`config.mk`:
```
export PLATFORM = sky130hd
export DESIGN_NAME = bram_read_arbiter
export DESIGN_NICKNAME = d
export VERILOG_FILES = /design/src/rtl/bram_arb_pkg.sv /design/src/rtl/rr_arbiter.sv /design/src/rtl/bram_read_arbiter.sv
export SDC_FILE = /design/constraint.sdc
export NUM_CORES = 1
export LEC_CHECK = 0
export BUFFER_PORTS_ARGS = -buffer_cell sky130_fd_sc_hd__buf_2
export CAP_MARGIN = 15
export CORE_AREA = 2 2 220 222
export CTS_CLUSTER_DIAMETER = 40
export DETAILED_ROUTE_END_ITERATION = 16
export DIE_AREA = 0 0 222 224
export PLACE_DENSITY = 0.36
export SLEW_MARGIN = 20
export SYNTH_ARGS = -nofsm -noshare
export SYNTH_HDL_FRONTEND = slang
export SYNTH_SLANG_ARGS = --single-unit
```
`constraint.sdc`:
```
create_clock -name clk -period 4.9 [get_ports clk]
set_input_delay 0.245 -clock clk [delete_from_list [all_inputs] [get_ports clk]]
set_output_delay 0.245 -clock clk [all_outputs]
set_load 0.005 [all_outputs]
```
`src/rtl/bram_arb_pkg.sv`:
```
// bram_arb_pkg: shared types and defaults for the BRAM Port B read arbiter.
// Optional build macro: BRAM_ARB_FIXED_PRIO_EN (fixed priority instead of round-robin).
package bram_arb_pkg;

  typedef enum logic [1:0] {
    IDLE  = 2'd0,
    BURST = 2'd1,
    DRAIN = 2'd2
  } state_t;

  localparam int DEF_ADDR_WIDTH = 11;
  localparam int DEF_DATA_WIDTH = 256;
  localparam int DEF_BURST_LEN  = 32;

  // Width of a requester index; never below one bit.
  function automatic int owner_w(input int n);
    return (n > 1) ? $clog2(n) : 1;
  endfunction

endpackage

```
`src/rtl/rr_arbiter.sv`:
```
// rr_arbiter: combinational one-hot pick among the request bits.
// Default: round-robin, search starts one past the last-served index (ptr).
// With BRAM_ARB_FIXED_PRIO_EN defined: lowest index wins and ptr does not exist.
module rr_arbiter
  import bram_arb_pkg::*;
#(
  parameter int NUM_REQ = 3,
  localparam int OW = owner_w(NUM_REQ)
) (
  input  logic [NUM_REQ-1:0] req,
`ifndef BRAM_ARB_FIXED_PRIO_EN
  input  logic [OW-1:0]      ptr,
`endif
  output logic [NUM_REQ-1:0] gnt,
  output logic [OW-1:0]      idx,
  output logic               any
);

  logic          w_found;
  logic [OW-1:0] w_cand;

  assign any = |req;

  // Scan candidates in priority order and keep the first requesting one.
  always_comb begin
    gnt     = '0;
    idx     = '0;
    w_found = 1'b0;
    w_cand  = '0;
`ifndef BRAM_ARB_FIXED_PRIO_EN
    for (int k = 1; k <= NUM_REQ; k++) begin
      w_cand = OW'((int'(ptr) + k) % NUM_REQ);
      if (!w_found && req[w_cand]) begin
        w_found     = 1'b1;
        idx         = w_cand;
        gnt[w_cand] = 1'b1;
      end
    end
`else
    for (int k = 0; k < NUM_REQ; k++) begin
      w_cand = OW'(k);
      if (!w_found && req[w_cand]) begin
        w_found     = 1'b1;
        idx         = w_cand;
        gnt[w_cand] = 1'b1;
      end
    end
`endif
  end

endmodule

```
`src/rtl/bram_read_arbiter.sv`:
```
// bram_read_arbiter: shares BRAM Port B among NUM_REQ tile fetchers.
// Each grant issues BURST_LEN consecutive reads, then drains RD_LATENCY
// cycles; returned data carries owner tag and last flag.
// Optional build macro: BRAM_ARB_FIXED_PRIO_EN (fixed priority, no rr pointer).
module bram_read_arbiter
  import bram_arb_pkg::*;
#(
  parameter int NUM_REQ    = 3,
  parameter int ADDR_WIDTH = DEF_ADDR_WIDTH,
  parameter int DATA_WIDTH = DEF_DATA_WIDTH,
  parameter int BURST_LEN  = DEF_BURST_LEN,
  parameter int RD_LATENCY = 1,
  localparam int OW = owner_w(NUM_REQ)
) (
  input  logic                          clk,
  input  logic                          rst_n,
  input  logic [NUM_REQ-1:0]            req,
  input  logic [NUM_REQ*ADDR_WIDTH-1:0] base_addr,
  output logic [NUM_REQ-1:0]            gnt,
  output logic [NUM_REQ-1:0]            done,
  output logic                          bram_en,
  output logic [ADDR_WIDTH-1:0]         bram_addr,
  input  logic [DATA_WIDTH-1:0]         bram_dout,
  output logic                          rd_valid,
  output logic [DATA_WIDTH-1:0]         rd_data,
  output logic [OW-1:0]                 rd_owner,
  output logic                          rd_last
);

  localparam int CW = $clog2(BURST_LEN);

  state_t                  r_state, w_state_next;
  logic [CW-1:0]           r_cnt;
  logic [1:0]              r_dcnt;
  logic [ADDR_WIDTH-1:0]   r_base;
  logic [NUM_REQ-1:0]      r_gnt;
  logic [OW-1:0]           r_owner;

  logic [NUM_REQ-1:0]      w_arb_gnt;
  logic [OW-1:0]           w_arb_idx;
  logic                    w_any;
  logic                    w_issue_last;
  logic [ADDR_WIDTH-1:0]   w_base_arr [NUM_REQ];

  logic [RD_LATENCY-1:0]           r_vld_sr;
  logic [RD_LATENCY-1:0]           r_last_sr;
  logic [RD_LATENCY-1:0][OW-1:0]   r_own_sr;

  // Split the flat base address bus into one slice per requester.
  genvar gi;
  generate
    for (gi = 0; gi < NUM_REQ; gi++) begin : g_base
      assign w_base_arr[gi] = base_addr[gi*ADDR_WIDTH +: ADDR_WIDTH];
    end
  endgenerate

`ifndef BRAM_ARB_FIXED_PRIO_EN
  logic [OW-1:0] r_ptr;

  // Pointer follows the most recent winner so the next search starts after it.
  always_ff @(posedge clk or negedge rst_n) begin
    if (!rst_n)
      r_ptr <= OW'(NUM_REQ - 1);
    else if (r_state == IDLE && w_any)
      r_ptr <= w_arb_idx;
  end

  rr_arbiter #(.NUM_REQ(NUM_REQ)) u_arb (
    .req (req),
    .ptr (r_ptr),
    .gnt (w_arb_gnt),
    .idx (w_arb_idx),
    .any (w_any)
  );
`else
  rr_arbiter #(.NUM_REQ(NUM_REQ)) u_arb (
    .req (req),
    .gnt (w_arb_gnt),
    .idx (w_arb_idx),
    .any (w_any)
  );
`endif

  // State register.
  always_ff @(posedge clk or negedge rst_n) begin
    if (!rst_n) r_state <= IDLE;
    else        r_state <= w_state_next;
  end

  // Next-state logic: arbitrate, issue BURST_LEN reads, wait out read latency.
  always_comb begin
    w_state_next = r_state;
    case (r_state)
      IDLE:    if (w_any) w_state_next = BURST;
      BURST:   if (r_cnt == CW'(BURST_LEN - 1)) w_state_next = DRAIN;
      DRAIN:   if (r_dcnt == 2'(RD_LATENCY - 1)) w_state_next = IDLE;
      default: w_state_next = IDLE;
    endcase
  end

  // Port B drive: only active while issuing; address wraps modulo 2^ADDR_WIDTH.
  always_comb begin
    bram_en      = 1'b0;
    bram_addr    = '0;
    w_issue_last = 1'b0;
    if (r_state == BURST) begin
      bram_en      = 1'b1;
      bram_addr    = r_base + ADDR_WIDTH'(r_cnt);
      w_issue_last = (r_cnt == CW'(BURST_LEN - 1));
    end
  end

  // Burst bookkeeping: latch winner on grant, count issues and drain cycles.
  always_ff @(posedge clk or negedge rst_n) begin
    if (!rst_n) begin
      r_cnt   <= '0;
      r_dcnt  <= '0;
      r_base  <= '0;
      r_gnt   <= '0;
      r_owner <= '0;
    end else begin
      case (r_state)
        IDLE: begin
          if (w_any) begin
            r_base  <= w_base_arr[w_arb_idx];
            r_gnt   <= w_arb_gnt;
            r_owner <= w_arb_idx;
            r_cnt   <= '0;
          end
        end
        BURST: begin
          r_cnt  <= r_cnt + CW'(1);
          r_dcnt <= '0;
        end
        DRAIN: begin
          r_dcnt <= r_dcnt + 2'd1;
          if (w_state_next == IDLE) r_gnt <= '0;
        end
        default: ;
      endcase
    end
  end

  // Delay the issue strobe, owner and last flag to line up with returned data.
  always_ff @(posedge clk or negedge rst_n) begin
    if (!rst_n) begin
      r_vld_sr  <= '0;
      r_last_sr <= '0;
      r_own_sr  <= '0;
    end else begin
      r_vld_sr[0]  <= bram_en;
      r_last_sr[0] <= w_issue_last;
      r_own_sr[0]  <= bram_en ? r_owner : '0;
      for (int k = 1; k < RD_LATENCY; k++) begin
        r_vld_sr[k]  <= r_vld_sr[k-1];
        r_last_sr[k] <= r_last_sr[k-1];
        r_own_sr[k]  <= r_own_sr[k-1];
      end
    end
  end

  assign gnt      = r_gnt;
  assign rd_valid = r_vld_sr[RD_LATENCY-1];
  assign rd_last  = r_last_sr[RD_LATENCY-1];
  assign rd_owner = r_own_sr[RD_LATENCY-1];
  assign rd_data  = bram_dout;
  // Grant is still held during drain, so it names the owner of the last word.
  assign done     = rd_last ? r_gnt : '0;

endmodule
```
Yosys cells after proc, flatten, opt, wreduce, memory -nomap -nowiden
Index checks and enable logic that the tools add are counted.
Widths: inputs -> output; s select.
- bits in registers: 31
- logic and storage cells: 90
- input port bits: 294
- bitwise operators: 3
- reductions and logical operators: 18
- equality and inequality tests: 5
- divide/modulo/power cells: 3
- multiplexer cells: 38
- $add $sub $neg: 6
- order comparisons: 7
- operator list (kind ; number):
    $mod 32x3->32 const B ; 3
    $mux 11 ; 3
    $bmux 11 s2 ; 1
    $mux 3 ; 6
    $mux 2 ; 7
    $add 11x5->11 ; 1
    $mux 1 ; 10
    $pmux 5 s2 ; 1
    $lt 2x3->1 const B ; 3
    $add 2x2->3 const B ; 2
    $bmux 1 s2 ; 3
    $demux 1 s2 ; 3
    $ge 2x1->1 const B ; 3
    $logic_and 1x1->1 ; 6
    $logic_not 2->1 ; 3
    $or 3x3->3 ; 2
    $pmux 2 s3 ; 1
    $pmux 3 s2 ; 1
    $reduce_bool 2->1 ; 3
    $add 5x1->5 const B ; 1
    $eq 5x5->1 const B ; 1
    $mux 5 ; 1
    $ne 2x2->1 const B ; 2
    $pmux 2 s2 ; 1
    other kinds (10) ; 12

Depth between registers and ports, before layout
- depth after elaboration: 15
- gate-level depth with buffers: 9
- mapped depth without buffers: 8

Cells and area by module
Synthesis repeated with hierarchy kept, for this count alone.
- cell total of the unflattened synthesis: 508
- area total of the unflattened synthesis: 4162.7 µm²
- by module, submodules not included (module ; cells each ; times used ; sequential area each (µm²) ; area each (µm²)):
    bram_read_arbiter ; 472 ; 1 ; 752.0 ; 3876.2
    rr_arbiter ; 36 ; 1 ; 0.0 ; 286.5

Worst setup path before layout
No wires, ideal clock.
- kind: reg2out
- start: register r_cnt[0]
- end: output port bram_addr[10]
- data required time: 4.655 ns
- buffers on the path: 0
- cell stages (with the launch flop): 8
- path slack: 2.753 ns
- data arrival time: 1.902 ns
- cell sequence: dfrtp_1 ha_1 fa_1 a21o_1 a21o_1 a21oi_1 o21ai_0 a21oi_1
- word-level cells in the longest chain between the ends: 2
- RTL lines (item ; RTL line ; RTL):
    start: declaration ; bram_read_arbiter.sv:33 ; logic [CW-1:0] r_cnt;
    start signal: assignment ; bram_read_arbiter.sv:132 ; r_cnt <= r_cnt + CW'(1);
    $add 11x5->11 ; bram_read_arbiter.sv:108 ; bram_addr = r_base + ADDR_WIDTH'(r_cnt);
    $mux 11 ; bram_read_arbiter.sv:106 ; if (r_state == BURST) begin
    end: declaration ; bram_read_arbiter.sv:22 ; output logic [ADDR_WIDTH-1:0] bram_addr,
Every way passes these cells.

Final worst setup path
- start: register r_cnt[0]
- end: output port bram_addr[8]
Same word-level chain as after synthesis.

==> metrics.txt <==
clock sink count=30; clock group share of total power=18.6%; HP Class=in -> async; n_diodes=0; ranking of synthesized cells by area=buf_4 47%, dfrtp_1 18%, ha_1 4.9%; setup_tns=0 ps; vias per cell=2.59; Worst Skew=4.00 ps; Reg power frac=27.2%; crit-path max FO=6; cell-internal power=916 µW; clk slew on worst S/H paths=50 ps; Routed Antenna Nets=0; post-place setup slack=2230 ps; WP data required=4660 ps; post-synthesis sequential area ratio=18.3%; RSZ-0062 raised after global routing=false; Max Root-Sink Buffers=2; Max-Cap Viols=0; Gate Count Post-Synth=496; synthesis-stage register bit count=30; core area=47300 µm²; largest net degree at the start of global routing=31; root buf cell=clkbuf_16; area share of the largest cell type after synthesis=47.0%; # IOs=572; Ys Warns=0; Post-DP Area=3200 µm²; crit end category=output port; R2R setup slack=2200 ps; Final Hold Fails=0; Die ar.=49700 µm²; initial antenna violation count=1; area leader, netlist=buf_4; most common cell in the netlist=buf_4; final RePlAce weighted congestion=0.689; crit path kind=reg -> out; Least-Margin Pin Slew=919 ps; vias in the first global route=2516; ys async rst share=100%; DP Wirelength=12000 µm; R2R depth=7; Detailed Route Iter0 Violations=107; crit path launch=r_cnt[0]$_DFFE_PN0P_; P_leak=0.00134 µW; TritonCTS clock tree=yes; ys flop type=dfrtp_1; fmax=348 MHz; final WL=14400 µm; mapped cell area=4120 µm²; layout cells sized above 1=25.6%; switch share=45.1%; post-CTS setup buffer count=0; Comb pwr share=54.2%; drt wl/cell=15.8 µm; NetSw=752 µW; outcome=completed; Worst VDD drop=0.000161 V; FF/Latch Area=752 µm²; Starting Density=8.70%; Final WS setup=2020 ps; vias after detailed routing=2365; WP data arrival=2630 ps; # fillers=5563; hold slack=36.5 ps; total grt overflow=0; final slew viol count=0; Port Buffers=59; CP endpoint=bram_addr[8]; Multi-input gate area=1340 µm²; die height=224 µm; Avg Inst Size Synth=8.30 µm²; top post-synthesis cells by count=258 x buf_4, 29 x dfrtp_1, 18 x nand2_1; Die Wd=222 µm; minimum clock period=2880 ps; syn_nets=807; Final Net Count=607; first-pass GRT wire length=19500 µm; Critical Path Start Type=flop; final instance area=3350 µm²; Site Rows=80; relative slew slack=38.7%; final setup violation count=0; Clock Latency Late Sink=270 ps; Total GRT Usage=5.58%; layout overhead on the synthesized area=-18.7%; Power Density=498 nW/µm²; CTS H-tree depth=2; Distinct cells, synth=53; final core occ=7.07%; clock buffer count from CTS=5; Tcrit/Tclk final=58.7%; Critical R2R Launch=r_ptr[1]$_DFFE_PN1P_; DR pass1 iterations=4; Post-synth EDFFs=0; Hold Buf Count CTS=0; drt drc=0; r2r endpoint=r_base[10]$_DFFE_PN0P_; CTS resizes=0
==> critical path: stages (launching register included) <==
cell and delay (ps):
dfrtp_1 420, ha_1 270, fa_1 410, a21o_1 170, a21o_1 190, a21oi_1 340
o21ai_0 130, a21oi_1 250, buf_2 180
==> logic make-up after synthesis <==
logic type	Yosys count	synth area share, %
AO/OA/AOI/OAI	67	10.5
XOR/XNOR	5	1.06
adder cells (fa/ha/maj)	18	5.62
buffers and inverters	277	49.2
flip-flops	30	18.3
multiplexers	17	4.65
AND/OR/NAND/NOR	82	10.7
==> how the worst min path moves through the flow <==
stage	startpoint	endpoint	cells past startpoint	slack [ps]
2_1_floorplan	rst_n	gnt[0]$_DFFE_PN0P_	0	-50
3_3_place_gp	rst_n	rd_valid$_DFF_PN0_	1	360
3_5_place_dp	rst_n	rd_owner[0]$_DFF_PN0_	1	360
4_1_cts	rst_n	rd_owner[0]$_DFF_PN0_	1	70
5_1_grt	rst_n	rd_owner[0]$_DFF_PN0_	1	100
6_report	rst_n	rd_owner[0]$_DFF_PN0_	1	40
==> per-layer routing <==
layer | vias to the layer above | wire length, µm | share of wire, % | track usage, %
met2 | 264 | 6430 | 44 | 8.48
met4 | 0 | 1240 | 8.6 | 5.34
met5 | - | 0 | 0 | 0
met1 | 1014 | 4640 | 32 | 5.09
met3 | 102 | 2150 | 15 | 3.53
li1 | 985 | - | - | -
==> metrics by stage <==
stage	power, µW	cells
global placement	1400	904
CTS	1730	912
global route	1840	912
floorplan	1190	496
detailed placement	1400	904
finish	1670	912
==> power by group through the flow <==
stage                     sequential, µW  clock [µW]  combinational [µW]
after floorplan                      413           0                 780
after global placement               466           0                 936
after detailed placement             467           0                 938
after CTS                            462         321                 944
after global routing                 478         331                1030
final                                454         311                 904
==> cell usage in the layout (no fill, tap or decap), drive strengths merged, types with 3 or more instances in the layout <==
cell type and count:
inv 9, buf 60, nand2 18, o21ai 25, dfrtp 29, mux2 5
o22ai 4, nor4bb 3, nor2b 6, nor3b 3, and3 8, xor2 3
and2 8, nand3 5, ha 16, a21o 5, mux2i 12, a211oi 3
clkbuf 7, nor3 4, nor2 17, a21oi 13
==> final cells by class <==
class / instances / share of cell area [%]
Clock buffer: 7 / 4.26
Tap cell: 615 / 23.0
Multi-Input combinational cell: 189 / 40.0
Clock inverter: 1 / 0.149
Inverter: 10 / 1.12
Sequential cell: 30 / 22.5
Timing Repair Buffer: 60 / 9.04
==> flip-flops by register name (all words and copies together), names as in the netlist <==
signal and cells:
r_base 11, r_cnt 5, gnt 3, r_dcnt 2, r_ptr 2, r_state 2, rd_owner 2, r_owner 1
rd_last 1, rd_valid 1
Note: power is estimated with default switching activity, not from simulation.
